$ cat src/rtl/inst_fetcher.sv
// Instruction-fetch front end.
// Owns the architectural fetch PC, issues one word read at a time to the
// memory controller, and presents each returned word with its address to the
// decoder. The decoder answers combinationally with _next_pc/_stall; the ROB
// can flush (_clear) or redirect (_br_rob) the fetch stream.
module inst_fetcher #(
    parameter logic [31:0] RESET_PC = 32'h0000_0000
) (
    input  logic        clk_in,
    input  logic        rst_in,
    input  logic        rdy_in,
    input  logic        _clear,
    input  logic        _br_rob,
    input  logic        _stall,
    input  logic [31:0] _next_pc,
    input  logic        _issue_full,
    output logic        _mem_req,
    output logic [31:0] _mem_addr,
    input  logic        _mem_ready,
    input  logic [31:0] _mem_data,
    output logic [31:0] _inst_out,
    output logic        _inst_ready_out,
    output logic [31:0] _inst_addr
);

    // FETCH   : launch a read for pc
    // WAIT    : read outstanding, response will be presented
    // HOLD    : instruction presented to the decoder
    // STALL   : JALR consumed, waiting for the ROB to resolve the target
    // DISCARD : read outstanding but flushed, response will be dropped
    typedef enum logic [2:0] {
        S_FETCH   = 3'd0,
        S_WAIT    = 3'd1,
        S_HOLD    = 3'd2,
        S_STALL   = 3'd3,
        S_DISCARD = 3'd4
    } state_t;

    state_t      state_q,     state_d;
    logic [31:0] pc_q,        pc_d;
    logic        mem_req_q,   mem_req_d;
    logic [31:0] mem_addr_q,  mem_addr_d;
    logic [31:0] inst_q,      inst_d;
    logic        inst_vld_q,  inst_vld_d;
    logic [31:0] inst_addr_q, inst_addr_d;

    // State and output registers; rdy_in low freezes everything.
    always_ff @(posedge clk_in or negedge rst_in) begin
        if (!rst_in) begin
            state_q     <= S_FETCH;
            pc_q        <= RESET_PC;
            mem_req_q   <= 1'b0;
            mem_addr_q  <= 32'h0;
            inst_q      <= 32'h0;
            inst_vld_q  <= 1'b0;
            inst_addr_q <= 32'h0;
        end else if (rdy_in) begin
            state_q     <= state_d;
            pc_q        <= pc_d;
            mem_req_q   <= mem_req_d;
            mem_addr_q  <= mem_addr_d;
            inst_q      <= inst_d;
            inst_vld_q  <= inst_vld_d;
            inst_addr_q <= inst_addr_d;
        end
    end

    // Next-state and registered-output logic; a flush overrides everything.
    always_comb begin
        state_d     = state_q;
        pc_d        = pc_q;
        mem_req_d   = mem_req_q;
        mem_addr_d  = mem_addr_q;
        inst_d      = inst_q;
        inst_vld_d  = inst_vld_q;
        inst_addr_d = inst_addr_q;

        if (_clear) begin
            // Flush: redirect pc and withdraw any presented instruction.
            pc_d       = _next_pc;
            inst_vld_d = 1'b0;
            case (state_q)
                S_WAIT, S_DISCARD: begin
                    // A read is outstanding; the handshake must complete
                    // before a new request may be issued.
                    if (_mem_ready) begin
                        mem_req_d = 1'b0;
                        state_d   = S_FETCH;
                    end else begin
                        state_d   = S_DISCARD;
                    end
                end
                default: begin
                    mem_req_d = 1'b0;
                    state_d   = S_FETCH;
                end
            endcase
        end else begin
            case (state_q)
                S_FETCH: begin
                    mem_req_d  = 1'b1;
                    mem_addr_d = {pc_q[31:2], 2'b00};
                    state_d    = S_WAIT;
                end
                S_WAIT: begin
                    if (_mem_ready) begin
                        inst_d      = _mem_data;
                        inst_addr_d = pc_q;
                        inst_vld_d  = 1'b1;
                        mem_req_d   = 1'b0;
                        state_d     = S_HOLD;
                    end
                end
                S_HOLD: begin
                    // Dispatch accepted the instruction this cycle.
                    if (!_issue_full) begin
                        inst_vld_d = 1'b0;
                        if (_stall) begin
                            state_d = S_STALL;
                        end else begin
                            pc_d    = _next_pc;
                            state_d = S_FETCH;
                        end
                    end
                end
                S_STALL: begin
                    // The decoder routes the resolved target onto _next_pc.
                    if (_br_rob) begin
                        pc_d    = _next_pc;
                        state_d = S_FETCH;
                    end
                end
                S_DISCARD: begin
                    if (_mem_ready) begin
                        mem_req_d = 1'b0;
                        state_d   = S_FETCH;
                    end
                end
                default: begin
                    mem_req_d = 1'b0;
                    state_d   = S_FETCH;
                end
            endcase
        end
    end

    assign _mem_req        = mem_req_q;
    assign _mem_addr       = mem_addr_q;
    assign _inst_out       = inst_q;
    assign _inst_ready_out = inst_vld_q;
    assign _inst_addr      = inst_addr_q;

endmodule

$ cat config.mk
export PLATFORM = sky130hd
export DESIGN_NAME = inst_fetcher
export DESIGN_NICKNAME = d
export VERILOG_FILES = /design/src/rtl/inst_fetcher.sv
export SDC_FILE = /design/constraint.sdc
export NUM_CORES = 1
export LEC_CHECK = 0
export ABC_AREA = 1
export BUFFER_PORTS_ARGS = -buffer_cell sky130_fd_sc_hd__clkbuf_2
export CORE_ASPECT_RATIO = 0.75
export CORE_MARGIN = 10
export CORE_UTILIZATION = 35
export CTS_CLUSTER_SIZE = 25
export DETAILED_ROUTE_END_ITERATION = 6
export SETUP_SLACK_MARGIN = 0.2
export SYNTH_ARGS = -nofsm -noshare
export SYNTH_HDL_FRONTEND = slang
export SYNTH_SLANG_ARGS = --single-unit
$ cat constraint.sdc
create_clock -name clk_in -period 3.9 [get_ports clk_in]
set_clock_uncertainty 0.1 [all_clocks]
set_input_delay 0.975 -clock clk_in [delete_from_list [all_inputs] [get_ports clk_in]]
set_output_delay 0.975 -clock clk_in [all_outputs]
set_load 0.005 [all_outputs]
==> flow_metrics.py, run 1 <==
metrics = {
    "run_status": {
        "status": "complete, no violations",
    },
    "sta": {
        "hold_viol": 0,
        "fmax_mhz": 416,
        "setup_viol": 0,
        "tightest_slew_ns": 0.737,
        "period_share_pct": 61.6,
        "slew_violations": 0,
        "setup-tns-final_ns": 0,
        "rsz0062_at_grt": "false",
        "max_slew_margin_pct": 50.7,
        "finalCriticalPeriod_ns": 2.40,
    },
    "run": {
        "drv_cap": 0,
    },
    "drt": {
        "drtAntennaViolNets": 0,
        "firstDrtPassIters": 4,
        "vias": 4256,
        "route.detailed.drc": 0,
        "routed_wl_mm": 13.9,
        "routedWlPerCell_um": 14.7,
        "detail_route.vias_per_cell": 4.49,
        "drt_iter0_markers": 237,
    },
    "clocking": {
        "cts_buffers": 17,
        "cts-resized-gates": 0,
        "clk_latency_ns": 0.41,
        "cts.sinks": 131,
        "htree_num_levels": 4,
        "clock_path_buffers": 2,
        "postCtsSetupBuffers": 0,
        "cts_hold_buf": 0,
        "cts_tree": "yes",
        "cts_root_buf": "clkbuf_16",
        "clk_pin_slew_ns": 0.06,
    },
    "pwr": {
        "p_leak_nw": 3.81,
        "vdd_drop_max_mv": 0.355,
        "powerDensity_nw_per_um2": 775,
    },
    "logic_synthesis": {
        "seq_area_frac_synth_pct": 62.2,
        "postSynthCellCount": 579,
        "mappedNetlistArea_um2": 5270,
        "synth-adder-area-share_pct": 0,
        "yosys_warnings": 0,
        "syn-mean-instance-area_um2": 9.11,
        "synthSimpleGateAreaFrac_pct": 19.4,
        "synth_top_family_by_area": "simple AND/OR/NAND/NOR gates",
        "ys_ff_latch": 131,
        "yosysUniqueCellTypes": 21,
        "yosys.area_share.xor_xnor_pct": 0,
        "synth_compound_area_share_pct": 9.35,
        "synthMuxAreaShare_pct": 0,
    },
    "global_routing": {
        "grt_pass1_vias": 4327,
        "grt_pass1_wl_mm": 22.9,
        "grtUsageTotal_pct": 13.8,
        "grt_max_degree": 66,
        "grt_antenna_before_repair": 0,
        "gr-total-overflow": 0,
    },
    "final_layout": {
        "fin_area_um2": 6880,
        "drive_above_1_share_pct": 28.6,
        "seqCellArea_um2": 3280,
        "multi_input_area_um2": 1540,
        "fillerInstances": 1437,
        "area_growth_pct": 30.4,
        "nets": 808,
        "diodes": 0,
    },
    "setup_path": {
        "cp_max_fo": 40,
        "end_kind": "flip-flop",
        "critPathLaunchType": "primary input",
        "arrival_ns": 2.57,
        "criticalPathCategory": "primary input to flip-flop",
        "required_ns": 4.07,
    },
    "place": {
        "place_area_um2": 6260,
        "finalWeightedCongestion": 0.795,
        "port-buffer-count": 167,
        "dp_hpwl_mm": 10.1,
    },
    "min_path": {
        "min_path_type": "flip-flop to flip-flop",
    },
    "floorplanning": {
        "die_h_um": 126,
        "die_area_um2": 20400,
        "start_util_pct": 36.1,
        "rows": 38,
        "ios": 170,
        "dieWidth_um": 162,
        "core_um2": 14600,
    },
}
-- cells in the mapped netlist --
cell type  count  share of area, %
nand4_1       32               3.8
o21ai_1       65               6.2
nand3_4        1              0.33
buf_2         22               2.1
nand3_2        1              0.19
buf_4          3              0.43
o21ai_0       30               2.8
nor2_2         1              0.12
conb_1         1             0.071
buf_6          3              0.64
dfrtp_1      131                62
nor2_1        10              0.71
a21oi_1        2              0.19
nand2_2        1              0.12
nor2_4         1              0.21
clkbuf_1       8              0.57
a21boi_0       1              0.14
inv_2          3              0.21
nand2_1      179                13
inv_1         72               5.1
nand3_1       12               1.1
-- cell families (layout without fill, tap and decap cells) --
logic type	count (synthesis)	after routing
flip-flops	131	131
other	1	2
AND/OR/NAND/NOR	238	238
buffers and inverters	111	279
AO/OA/AOI/OAI	98	98
-- final timing paths --
check	cells past startpoint	start	slack, ns	endpoint
worst max-delay path	6	rdy_in	1.50	_mem_addr[13]
worst min-delay path	2	pc_q[20]	0.37	pc_q[20]
worst max register to register	7	state_q[2]	1.60	_inst_addr[14]
worst min register to register	2	pc_q[20]	0.37	pc_q[20]
max in group asynchronous	2	rst_in	2.35	pc_q[4]
min in group asynchronous	1	rst_in	0.40	_inst_addr[28]
-- worst max-delay path: stages --
cell	delay (ns)
clkbuf_2	0.12
buf_4	0.40
nand3_2	0.45
buf_4	0.41
nand2_1	0.09
o21ai_0	0.09
-- cell type report --
cell class,instances,area share [%]
flip-flops and latches,131,47.7
multi-input cells,338,22.4
repair buffers,173,13.2
clock buffers,20,6.79
inverters,75,4.09
well taps,200,3.64
clock inverters,11,2.22
-- metal layers --
metal / global-route usage, % / share of wire (%) / up-vias
met3: 5.79 / 7.9 / 14
met4: 3.20 / 0.87 / 0
met5: 0 / 0 / -
met2: 21.0 / 45 / 133
li1: - / - / 2154
met1: 18.0 / 47 / 1955
-- flip-flops by register name, indices dropped and copies added (netlist names) --
signal / flops
_mem_addr: 30
_mem_req: 1
state_q: 3
_inst_out: 32
pc_q: 32
_inst_addr: 32
_inst_ready_out: 1
-- power breakdown --
part,total (W),switching (W),internal [W],leakage (nW)
combinational,0.00143,0.000796,0.000629,1.84
clock,0.00164,0.000580,0.00106,0.306
sequential,0.00227,0.000341,0.00193,1.66
total,0.00533,0.00172,0.00361,3.81
-- per-stage QoR --
stage,util [%],std cells,total power [W],setup WS (ns),hold slack (ns)
4_1_cts,47.1,948,0.00542,1.51,0.373
3_5_place_dp,42.9,917,0.00375,1.08,0.359
5_1_grt,47.1,948,0.00576,1.34,0.386
2_1_floorplan,-,580,0.00297,2.03,0.342
3_3_place_gp,42.9,917,0.00369,1.11,0.356
6_report,47.1,948,0.00533,1.50,0.367
-- layout by cell type (no fill, tap or decap) --
cell type    n
a21boi_0     1
a21oi_1      2
buf_12       2
buf_4        5
bufinv_16    3
clkbuf_16   17
clkbuf_2   166
clkbuf_8     3
clkinv_2     2
clkinv_4     5
conb_1       2
dfrtp_1    131
inv_1       72
inv_2        3
inv_6        1
nand2_1    179
nand2_2      1
nand3_1     10
nand3_2      2
nand3_4      2
nand4_1     32
nor2_1      10
nor2_2       1
nor2_4       1
o21ai_0     30
o21ai_1     65
No activity file was read; power rests on OpenSTA's default activity.
==> run 2: changes to the inputs <==
==> constraint.sdc (replaced) <==
create_clock -name clk_in -period 2.4 [get_ports clk_in]
set_clock_uncertainty 0.1 [all_clocks]
set_input_delay 0.6 -clock clk_in [delete_from_list [all_inputs] [get_ports clk_in]]
set_output_delay 0.6 -clock clk_in [all_outputs]
set_load 0.005 [all_outputs]
==> run 2 against run 1 <==
Critical path depth unchanged. Clock-buffer cell count grew 3. Sequential power rose by 62%. Power increased by 61%. Sequential share of layout area shrank 0.29 points. Setup slack worse by 1.0 ns. Via count increased by 1.7%. Routed wire length grew 5.3%. Register-to-register slack lost 1.1 ns. Global-route usage up 0.52 points.
==> flow_metrics.py, run 2 (same netlist as run 1, synthesis figures left out) <==
metrics = {
    "run_status": {
        "status": "complete, no violations",
    },
    "setup_path": {
        "end_kind": "flip-flop",
        "arrival_ns": 2.19,
        "criticalPathCategory": "flip-flop to flip-flop",
        "critPathLaunchType": "flip-flop",
        "cp_max_fo": 17,
        "required_ns": 2.64,
    },
    "sta": {
        "tightest_slew_ns": 0.794,
        "rsz0062_at_grt": "false",
        "whs_ns": 0.152,
        "slew_violations": 0,
        "hold_viol": 0,
        "finalCriticalPeriod_ns": 1.94,
        "fmax_mhz": 514,
        "setup_viol": 0,
        "period_share_pct": 81.0,
        "max_slew_margin_pct": 47.0,
    },
    "final_layout": {
        "area_growth_pct": 31.2,
        "fillerInstances": 1440,
        "final_common_cell": "nand2_1",
        "diodes": 0,
        "fin_area_um2": 6920,
        "nets": 816,
        "drive_above_1_share_pct": 29.0,
        "final_cell_mix": "179 x nand2_1, 166 x clkbuf_2, 131 x dfrtp_1",
    },
    "global_routing": {
        "gr-total-overflow": 0,
        "grt_pass1_wl_mm": 23.5,
        "grt_antenna_before_repair": 0,
        "grt_pass1_vias": 4356,
        "grt_max_degree": 132,
        "grtUsageTotal_pct": 14.3,
    },
    "floorplanning": {
        "core_um2": 14600,
        "die_area_um2": 20400,
        "dieWidth_um": 162,
        "rows": 38,
        "ios": 170,
        "start_util_pct": 36.1,
        "die_h_um": 126,
    },
    "run": {
        "drv_cap": 0,
    },
    "min_path": {
        "min_path_type": "primary input to asynchronous set/reset pin",
    },
    "clocking": {
        "cts_buffers": 17,
        "cts_tree": "yes",
        "cts_root_buf": "clkbuf_16",
        "clk_latency_ns": 0.41,
        "clock_path_buffers": 2,
        "clk_pin_slew_ns": 0.05,
        "htree_num_levels": 4,
        "cts.sinks": 131,
        "cts_hold_buf": 0,
    },
    "drt": {
        "routedWlPerCell_um": 15.4,
        "detail_route.vias_per_cell": 4.53,
        "route.detailed.drc": 0,
        "drtAntennaViolNets": 0,
        "firstDrtPassIters": 5,
        "routed_wl_mm": 14.7,
        "vias": 4330,
        "drt_iter0_markers": 276,
    },
    "pwr": {
        "vdd_drop_max_mv": 0.485,
        "powerDensity_nw_per_um2": 1240,
        "p_leak_nw": 3.82,
    },
    "place": {
        "finalWeightedCongestion": 0.817,
        "place_area_um2": 6270,
        "dp_hpwl_mm": 10.2,
        "port-buffer-count": 167,
    },
}
run 2: report_power, final:
group / internal (W) / switching, W
clock: 0.00160 / 0.000921
sequential: 0.00313 / 0.000545
combinational: 0.00105 / 0.00134
total: 0.00579 / 0.00281
run 2: routing by layer:
metal	up-vias	GRT usage [%]	part of all wire, %
met3	17	5.91	8.4
met2	136	21.1	45
met4	0	4.32	1.1
met5	-	0	0
met1	2003	18.9	46
li1	2174	-	-
run 2: through the flow:
stage | cells | power, W | util, % | setup TNS [ns] | worst slack (ns)
6_report | 956 | 0.00860 | 47.4 | 0 | 0.455
5_1_grt | 956 | 0.00929 | 47.4 | 0 | 0.274
4_1_cts | 951 | 0.00871 | 47.0 | 0 | 0.242
3_5_place_dp | 919 | 0.00612 | 43.0 | -6.94 | -0.241
3_3_place_gp | 919 | 0.00601 | 43.0 | -3.13 | -0.106
2_1_floorplan | 580 | 0.00482 | - | 0 | 0.903
run 2: what timing repair did:
item / CTS / global route
pin swaps: 2 / 2
gates cloned: 1 / 1
gates resized for setup: 0 / 1
buffers inserted: 0 / 4
endpoints found under the setup margin: 32 / 32
run 2: area by class of cell:
type,instances,area [um^2],share of cell area (%)
flip-flops and latches,131,3280,47.4
multi-input cells,340,1560,22.6
repair buffers,179,966,14.0
clock buffers,23,478,6.91
inverters,75,282,4.07
well taps,200,250,3.62
clock inverters,8,103,1.48
run 2: worst paths after layout:
kind / cells past startpoint / to / slack (ns) / startpoint
setup reg to reg: 6 / pc_q[10] / 0.46 / state_q[0]
hold reg to reg: 2 / pc_q[2] / 0.37 / pc_q[2]
hold / removal: 2 / _inst_out[0] / 0.15 / rst_in
min in group clk_in: 3 / _inst_out[17] / 0.30 / _mem_data[17]
setup / recovery: 6 / pc_q[10] / 0.46 / state_q[0]
max in group asynchronous: 2 / _mem_addr[2] / 1.45 / rst_in
run 2: worst max-delay path: stages (launching register included):
cell	delay, ns
dfrtp_1	0.50
inv_1	0.12
nand3_1	0.10
nor2_1	0.12
nor2_2	0.65
nand4_1	0.17
nand2_1	0.11
